===== src/rtl/dmem_access_ctrl_if.sv =====
// Request/response and byte-lane RAM bus of the data-memory load/store sequencer.
// The master side drives requests and returns RAM read data; the slave side is the sequencer.
interface dmem_access_ctrl_if;
  logic        req_valid;
  logic        req_ready;
  logic        req_we;
  logic [2:0]  req_funct3;
  logic [31:0] req_addr;
  logic [31:0] req_wdata;
  logic        rsp_valid;
  logic [31:0] rsp_rdata;
  logic        rsp_err;
  logic [31:0] ram_addr;
  logic [3:0]  ram_wren;
  logic [31:0] ram_wrdata;
  logic [31:0] ram_rddata;

  modport master (
    output req_valid, req_we, req_funct3, req_addr, req_wdata, ram_rddata,
    input  req_ready, rsp_valid, rsp_rdata, rsp_err, ram_addr, ram_wren, ram_wrdata
  );

  modport slave (
    input  req_valid, req_we, req_funct3, req_addr, req_wdata, ram_rddata,
    output req_ready, rsp_valid, rsp_rdata, rsp_err, ram_addr, ram_wren, ram_wrdata
  );
endinterface


===== src/rtl/dmem_access_ctrl.sv =====
// RV32 load/store sequencer for a 4x8-bit byte-lane data RAM with registered read.
// Word-crossing accesses are split into two word accesses; load results are sign/zero-extended.
module dmem_access_ctrl #(
  parameter int unsigned DEPTH_BITS       = 12,
  parameter bit          ALLOW_MISALIGNED = 1'b1
) (
  input logic             clk,
  input logic             rst_n,
  dmem_access_ctrl_if.slave bus
);

  localparam int unsigned WB = DEPTH_BITS - 2;

  typedef enum logic [1:0] {IDLE, ACC0, ACC1, CAP} state_t;

  state_t state_q, state_d;

  logic          we_q, we_d;
  logic [2:0]    f3_q, f3_d;
  logic [1:0]    off_q, off_d;
  logic [WB-1:0] word_q, word_d;
  logic          split_q, split_d;
  logic [3:0]    mask_hi_q, mask_hi_d;
  logic [31:0]   data_hi_q, data_hi_d;
  logic [31:0]   lo_q, lo_d;

  logic [31:0] addr_q, addr_d;
  logic [3:0]  wren_q, wren_d;
  logic [31:0] wrdata_q, wrdata_d;
  logic        rsp_valid_q, rsp_valid_d;
  logic        rsp_err_q, rsp_err_d;
  logic [31:0] rsp_rdata_q, rsp_rdata_d;

  logic [1:0]  d_off;
  logic [2:0]  d_nbytes;
  logic [3:0]  d_mask4;
  logic [7:0]  d_mask8;
  logic [63:0] d_data64;
  logic        d_split;
  logic        d_illegal;

  logic [63:0] cap_pair;
  logic [31:0] cap_word;
  logic [31:0] cap_ext;

  logic unused_addr_hi;
  assign unused_addr_hi = ^bus.req_addr[31:DEPTH_BITS];

  function automatic logic [31:0] word_to_addr(input logic [WB-1:0] w);
    logic [31:0] a;
    a = '0;
    a[DEPTH_BITS-1:0] = {w, 2'b00};
    return a;
  endfunction

  always_comb begin
    d_off = bus.req_addr[1:0];
    case (bus.req_funct3[1:0])
      2'd0:    begin d_nbytes = 3'd1; d_mask4 = 4'b0001; end
      2'd1:    begin d_nbytes = 3'd2; d_mask4 = 4'b0011; end
      default: begin d_nbytes = 3'd4; d_mask4 = 4'b1111; end
    endcase
    d_mask8   = {4'b0000, d_mask4} << d_off;
    d_data64  = {32'b0, bus.req_wdata} << {d_off, 3'b000};
    d_split   = ({1'b0, d_off} + d_nbytes) > 3'd4;
    d_illegal = (bus.req_funct3[1:0] == 2'b11) || (bus.req_funct3 == 3'd6) ||
                (bus.req_we && bus.req_funct3[2]) || (d_split && !ALLOW_MISALIGNED);
  end

  // A non-split load sees its only word in CAP, so it takes the low slot with hi forced to 0.
  always_comb begin
    cap_pair = split_q ? {bus.ram_rddata, lo_q} : {32'b0, bus.ram_rddata};
    cap_word = 32'(cap_pair >> {off_q, 3'b000});
    case (f3_q)
      3'd0:    cap_ext = {{24{cap_word[7]}}, cap_word[7:0]};
      3'd1:    cap_ext = {{16{cap_word[15]}}, cap_word[15:0]};
      3'd4:    cap_ext = {24'b0, cap_word[7:0]};
      3'd5:    cap_ext = {16'b0, cap_word[15:0]};
      default: cap_ext = cap_word;
    endcase
  end

  // RAM-side outputs are computed for the state being entered, then registered.
  always_comb begin
    state_d     = state_q;
    we_d        = we_q;
    f3_d        = f3_q;
    off_d       = off_q;
    word_d      = word_q;
    split_d     = split_q;
    mask_hi_d   = mask_hi_q;
    data_hi_d   = data_hi_q;
    lo_d        = lo_q;
    addr_d      = addr_q;
    wren_d      = '0;
    wrdata_d    = wrdata_q;
    rsp_valid_d = 1'b0;
    rsp_err_d   = 1'b0;
    rsp_rdata_d = '0;

    case (state_q)
      IDLE: begin
        if (bus.req_valid) begin
          if (d_illegal) begin
            rsp_valid_d = 1'b1;
            rsp_err_d   = 1'b1;
          end else begin
            we_d      = bus.req_we;
            f3_d      = bus.req_funct3;
            off_d     = d_off;
            word_d    = bus.req_addr[DEPTH_BITS-1:2];
            split_d   = d_split;
            mask_hi_d = d_mask8[7:4];
            data_hi_d = d_data64[63:32];
            addr_d    = word_to_addr(bus.req_addr[DEPTH_BITS-1:2]);
            if (bus.req_we) begin
              wren_d   = d_mask8[3:0];
              wrdata_d = d_data64[31:0];
            end
            state_d = ACC0;
          end
        end
      end
      ACC0: begin
        if (split_q) begin
          addr_d = word_to_addr(word_q + 1'b1);
          if (we_q) begin
            wren_d   = mask_hi_q;
            wrdata_d = data_hi_q;
          end
          state_d = ACC1;
        end else if (!we_q) begin
          state_d = CAP;
        end else begin
          rsp_valid_d = 1'b1;
          state_d     = IDLE;
        end
      end
      ACC1: begin
        if (!we_q) begin
          lo_d    = bus.ram_rddata;
          state_d = CAP;
        end else begin
          rsp_valid_d = 1'b1;
          state_d     = IDLE;
        end
      end
      CAP: begin
        rsp_valid_d = 1'b1;
        rsp_rdata_d = cap_ext;
        state_d     = IDLE;
      end
      default: state_d = IDLE;
    endcase
  end

  always_ff @(posedge clk) begin
    if (!rst_n) begin
      state_q     <= IDLE;
      we_q        <= 1'b0;
      f3_q        <= '0;
      off_q       <= '0;
      word_q      <= '0;
      split_q     <= 1'b0;
      mask_hi_q   <= '0;
      data_hi_q   <= '0;
      lo_q        <= '0;
      addr_q      <= '0;
      wren_q      <= '0;
      wrdata_q    <= '0;
      rsp_valid_q <= 1'b0;
      rsp_err_q   <= 1'b0;
      rsp_rdata_q <= '0;
    end else begin
      state_q     <= state_d;
      we_q        <= we_d;
      f3_q        <= f3_d;
      off_q       <= off_d;
      word_q      <= word_d;
      split_q     <= split_d;
      mask_hi_q   <= mask_hi_d;
      data_hi_q   <= data_hi_d;
      lo_q        <= lo_d;
      addr_q      <= addr_d;
      wren_q      <= wren_d;
      wrdata_q    <= wrdata_d;
      rsp_valid_q <= rsp_valid_d;
      rsp_err_q   <= rsp_err_d;
      rsp_rdata_q <= rsp_rdata_d;
    end
  end

  // Asserting reset kills a pending write lane before the RAM's next edge samples it.
  assign bus.ram_wren   = wren_q & {4{rst_n}};
  assign bus.req_ready  = (state_q == IDLE);
  assign bus.ram_addr   = addr_q;
  assign bus.ram_wrdata = wrdata_q;
  assign bus.rsp_valid  = rsp_valid_q;
  assign bus.rsp_err    = rsp_err_q;
  assign bus.rsp_rdata  = rsp_rdata_q;

endmodule


===== src/flat_wrapper.sv =====
// flat-port wrapper written by rule: the top's interface ports become plain ports
module dmem_access_ctrl_flat 
#(
  parameter int unsigned DEPTH_BITS       = 12,
  parameter bit          ALLOW_MISALIGNED = 1'b1
)
  (clk, rst_n, bus_req_valid, bus_req_we, bus_req_funct3, bus_req_addr, bus_req_wdata, bus_ram_rddata, bus_req_ready, bus_rsp_valid, bus_rsp_rdata, bus_rsp_err, bus_ram_addr, bus_ram_wren, bus_ram_wrdata);
  dmem_access_ctrl_if bus_i ();
  input logic clk;
  input logic rst_n;
  input wire logic [$bits(bus_i.req_valid)-1:0] bus_req_valid;
  input wire logic [$bits(bus_i.req_we)-1:0] bus_req_we;
  input wire logic [$bits(bus_i.req_funct3)-1:0] bus_req_funct3;
  input wire logic [$bits(bus_i.req_addr)-1:0] bus_req_addr;
  input wire logic [$bits(bus_i.req_wdata)-1:0] bus_req_wdata;
  input wire logic [$bits(bus_i.ram_rddata)-1:0] bus_ram_rddata;
  output wire logic [$bits(bus_i.req_ready)-1:0] bus_req_ready;
  output wire logic [$bits(bus_i.rsp_valid)-1:0] bus_rsp_valid;
  output wire logic [$bits(bus_i.rsp_rdata)-1:0] bus_rsp_rdata;
  output wire logic [$bits(bus_i.rsp_err)-1:0] bus_rsp_err;
  output wire logic [$bits(bus_i.ram_addr)-1:0] bus_ram_addr;
  output wire logic [$bits(bus_i.ram_wren)-1:0] bus_ram_wren;
  output wire logic [$bits(bus_i.ram_wrdata)-1:0] bus_ram_wrdata;
  assign bus_i.req_valid = bus_req_valid;
  assign bus_i.req_we = bus_req_we;
  assign bus_i.req_funct3 = bus_req_funct3;
  assign bus_i.req_addr = bus_req_addr;
  assign bus_i.req_wdata = bus_req_wdata;
  assign bus_i.ram_rddata = bus_ram_rddata;
  assign bus_req_ready = bus_i.req_ready;
  assign bus_rsp_valid = bus_i.rsp_valid;
  assign bus_rsp_rdata = bus_i.rsp_rdata;
  assign bus_rsp_err = bus_i.rsp_err;
  assign bus_ram_addr = bus_i.ram_addr;
  assign bus_ram_wren = bus_i.ram_wren;
  assign bus_ram_wrdata = bus_i.ram_wrdata;
  dmem_access_ctrl #(.DEPTH_BITS(DEPTH_BITS), .ALLOW_MISALIGNED(ALLOW_MISALIGNED)) u_core (.clk(clk), .rst_n(rst_n), .bus(bus_i));
endmodule

===== config.mk =====
export PLATFORM = sky130hd
export DESIGN_NAME = dmem_access_ctrl_flat
export DESIGN_NICKNAME = d
export VERILOG_FILES = /design/src/rtl/dmem_access_ctrl_if.sv /design/src/rtl/dmem_access_ctrl.sv /design/src/flat_wrapper.sv
export SDC_FILE = /design/constraint.sdc
export NUM_CORES = 1
export LEC_CHECK = 0
export ABC_AREA = 1
export CAP_MARGIN = 15
export CORE_AREA = 2 2 127 129
export CTS_CLUSTER_DIAMETER = 100
export CTS_CLUSTER_SIZE = 10
export DETAILED_ROUTE_END_ITERATION = 8
export DIE_AREA = 0 0 129 131
export PLACE_DENSITY = 0.87
export REMOVE_ABC_BUFFERS = 1
export SETUP_SLACK_MARGIN = 0.02
export SYNTH_ARGS = -nofsm -noshare
export SYNTH_HDL_FRONTEND = slang
export SYNTH_SLANG_ARGS = --single-unit
export TNS_END_PERCENT = 5

===== constraint.sdc =====
create_clock -name clk -period 5 [get_ports clk]
set_clock_uncertainty 0.05 [all_clocks]
set_input_delay 1 -clock clk [delete_from_list [all_inputs] [get_ports clk]]
set_output_delay 1 -clock clk [all_outputs]
set_load 0.02 [all_outputs]

==> impl_metrics.toml <==
[synth]
synthDistinctLibCells = 33
synth.area.top_cells = "dfxtp_1, nand2_1, o21ai_0, nand3_1, nor2_1"
synth_area_leader_cell = "dfxtp_1"
synthTopCellsByCount = "nand2_1, nor2_1, dfxtp_1"
synthesized_cell_area_sq_um = 8223
synth_top_area_share_pct = 38.47
synth-seq-cells = 158
ys_seq_area_share_pct = 38.47
netlist_instances = 1266
synth-main-ff-cell = "dfxtp_1"
synth-warning-count = 0
postSynth.asyncResetShare_pct = 0
library_cell_with_the_highest_instance_count_after_synthesis = "nand2_1"
synth.avg_cell_area_sq_um = 6.495
synth_enable_flop_cells = 0

[setup_path]
regToRegStartpoint = "u_core.state_q[0]"
ff2ff_path_depth = 10
crit_end = "bus_ram_wren[3]"
critical_path.max_fanout = 41
critical_path_rt_ps = 3950
arrival_ps = 2390
worst_r2r_endpoint = "u_core.bus.ram_wrdata[7]"
end_kind = "primary output"
worst_setup_path_type = "in -> out"
regToRegSetupSlack_ps = 2050
first_element_of_the_critical_path = "rst_n"
worstSetupStartpointType = "input pin"

[power_and_ir_drop]
p_leak_nw = 4.424
power.sequential.fraction_pct = 40.4
largest_voltage_drop_on_the_vdd_net_uv = 257.6
switching_power_mw = 1.220
p_sw_share_pct = 33.64
p_per_area_nw_per_um2 = 352.8
power_report.internal_total_mw = 2.406
clock_network_fraction_of_design_power_pct = 32.3
comb_power_share_pct = 27.3

[global_routing]
pin_count_of_the_biggest_net_entering_global_routing = 65
globalRouteOverflowTotal = 0
grt_usage_pct = 26.90
grt_pass1_vias = 7803
initial_antenna_violation_count = 0
global_route_wire_length_before_repair_um = 36580

[cells_and_area]
final-seq-area_sq_um = 3164
postLayoutCoreUtil_pct = 65.89
multi_input_comb_area_sq_um = 4249
diodes_inserted = 0
design.final.nets = 1484
filler_cell_count = 1384
flow.area_growth_from_synthesis_pct = 24.99
ratio_of_cells_with_drive_above_1_in_the_final_layout_pct = 4.532

[die]
fp.dieArea_sq_um = 16900
core_area_sq_um = 15600
initial_utilization_pct = 52.72
io_pins = 206
die_h_um = 131
die-width_um = 129
std_cell_rows = 46

[detailed_routing]
drc = 0
avgViaCountPerCell = 5.435
route.final.wire_length_um = 23290
vias = 8729
drt_first_pass_iters = 6
detailedRoute.firstIterationViolations = 830
routed_wire_length_per_instance_um = 14.50
final_antenna_net_count = 0

[timing]
final-max-slew-violation-count = 0
period_share_pct = 68.82
fin_tns_setup_ps = 0
fin_worst_hold_slack_ps = 414.2
fin_ws_ps = 1559
fmax_mhz = 290.6
tightestPinTransition_ps = 924.8
final.min_clock_period_ps = 3441
hold_violations = 0
rsz0062_at_grt = "false"
setup_viol = 0
max-slew-margin-rel_pct = 38.28

[clocking]
total_cts_buffers = 17
cts.sink_count = 158
clock_insertion_delay_worst_skew_ps = 420
cts_tree = "done"
hold_buffers = 0
post_cts_buffers = 0
ctsResizeCount = 0
h-tree-depth = 4
path_clk_slew_ps = 60
cts.root.buffer_cell = "clkbuf_16"
clk_path_buf_depth = 2

[place]
place.detailed.hpwl_um = 14670
place_worst_setup_slack_ps = 1587
finalWeightedCongestion = 0.8956
numPortBuffers = 163

[job]
max_cap_viol_count = 0

[worst_hold_path]
hold_path_class = "reg -> reg"
worst_hold_path.num_cells = 2

[run_status]
run_status = "finished, final reports clean"
critical path, stage by stage:
cell	delay, ps
buf_2	560
nand2_1	140
inv_1	90
clkdlybuf4s50_1	600
power groups by stage:
stage               Sequential (mW)  Clock (mW)  Combinational [mW]
finish                         1.46        1.17               0.989
global route                   1.48        1.24                1.10
CTS                            1.46        1.18               0.970
detailed placement             1.49           0               0.962
global placement               1.48           0               0.945
floorplan                      1.55           0               0.516
placed cells by master (no fill, tap or decap), types with 10 or more instances in the layout:
cell,count
buf_4,10
nand3_1,127
a21oi_1,102
a22oi_1,18
nor2_1,169
nand2_1,332
clkdlybuf4s50_1,161
conb_1,22
inv_1,75
clkbuf_16,17
dfxtp_1,157
o21ai_0,128
how the worst min path moves through the flow:
stage                            start                 endpoint  slack, ps
3_5_place_dp           u_core.lo_q[15]          u_core.lo_q[15]        400
5_1_grt        u_core.bus.ram_addr[10]  u_core.bus.ram_addr[10]        440
6_report               u_core.lo_q[15]          u_core.lo_q[15]        410
2_1_floorplan          u_core.lo_q[15]          u_core.lo_q[15]        380
3_3_place_gp           u_core.lo_q[15]          u_core.lo_q[15]        390
4_1_cts                u_core.lo_q[15]          u_core.lo_q[15]        410
cell families (layout without fill, tap and decap cells):
kind of cell | after synthesis | in the layout | share of synthesized area [%]
and+or+nand+nor | 641 | 641 | 31.70
AOI/OAI and AO/OA | 270 | 270 | 17.82
buffers and inverters | 188 | 291 | 10.82
DFF | 158 | 158 | 38.47
adders and majority gates | 4 | 4 | 0.7000
xor gates and xnor gates | 2 | 2 | 0.2131
muxes | 2 | 2 | 0.2435
other | 1 | 22 | 0.04560
layout make-up:
cell class | count | area share, %
Clock buffer | 21 | 4.480
Clock inverter | 11 | 0.6452
Inverter | 84 | 3.068
Multi-Input combinational cell | 941 | 41.34
Sequential cell | 158 | 30.79
Tap cell | 216 | 2.630
Timing Repair Buffer | 175 | 17.04
flip-flops by register name, indices dropped and copies added (netlist names):
register               cells
u_core.we_q                1
u_core.lo_q               32
u_core.bus.rsp_valid       1
u_core.wren_q              4
u_core.split_q             1
u_core.bus.ram_wrdata     32
u_core.data_hi_q          24
u_core.word_q             10
u_core.bus.ram_addr       10
u_core.bus.rsp_rdata      32
u_core.bus.rsp_err         1
u_core.f3_q                3
u_core.off_q               2
u_core.mask_hi_q           3
u_core.state_q             2
per-layer routing:
layer | share of wire, % | vias up | global-route usage (%)
met5 | 0 | - | 0
met2 | 47 | 431 | 43.82
met1 | 41 | 3949 | 33.89
met4 | 2.4 | 0 | 12.02
li1 | - | 4292 | -
met3 | 9.5 | 57 | 6.718
stage by stage:
stage | std cells | instance area (sq um) | total power [mW]
finish | 1606 | 10280 | 3.626
CTS | 1604 | 10220 | 3.615
detailed placement | 1572 | 9696 | 2.449
global route | 1606 | 10280 | 3.810
floorplan | 1183 | 7727 | 2.071
global placement | 1572 | 9696 | 2.428
(Power assumes the default switching activity.)
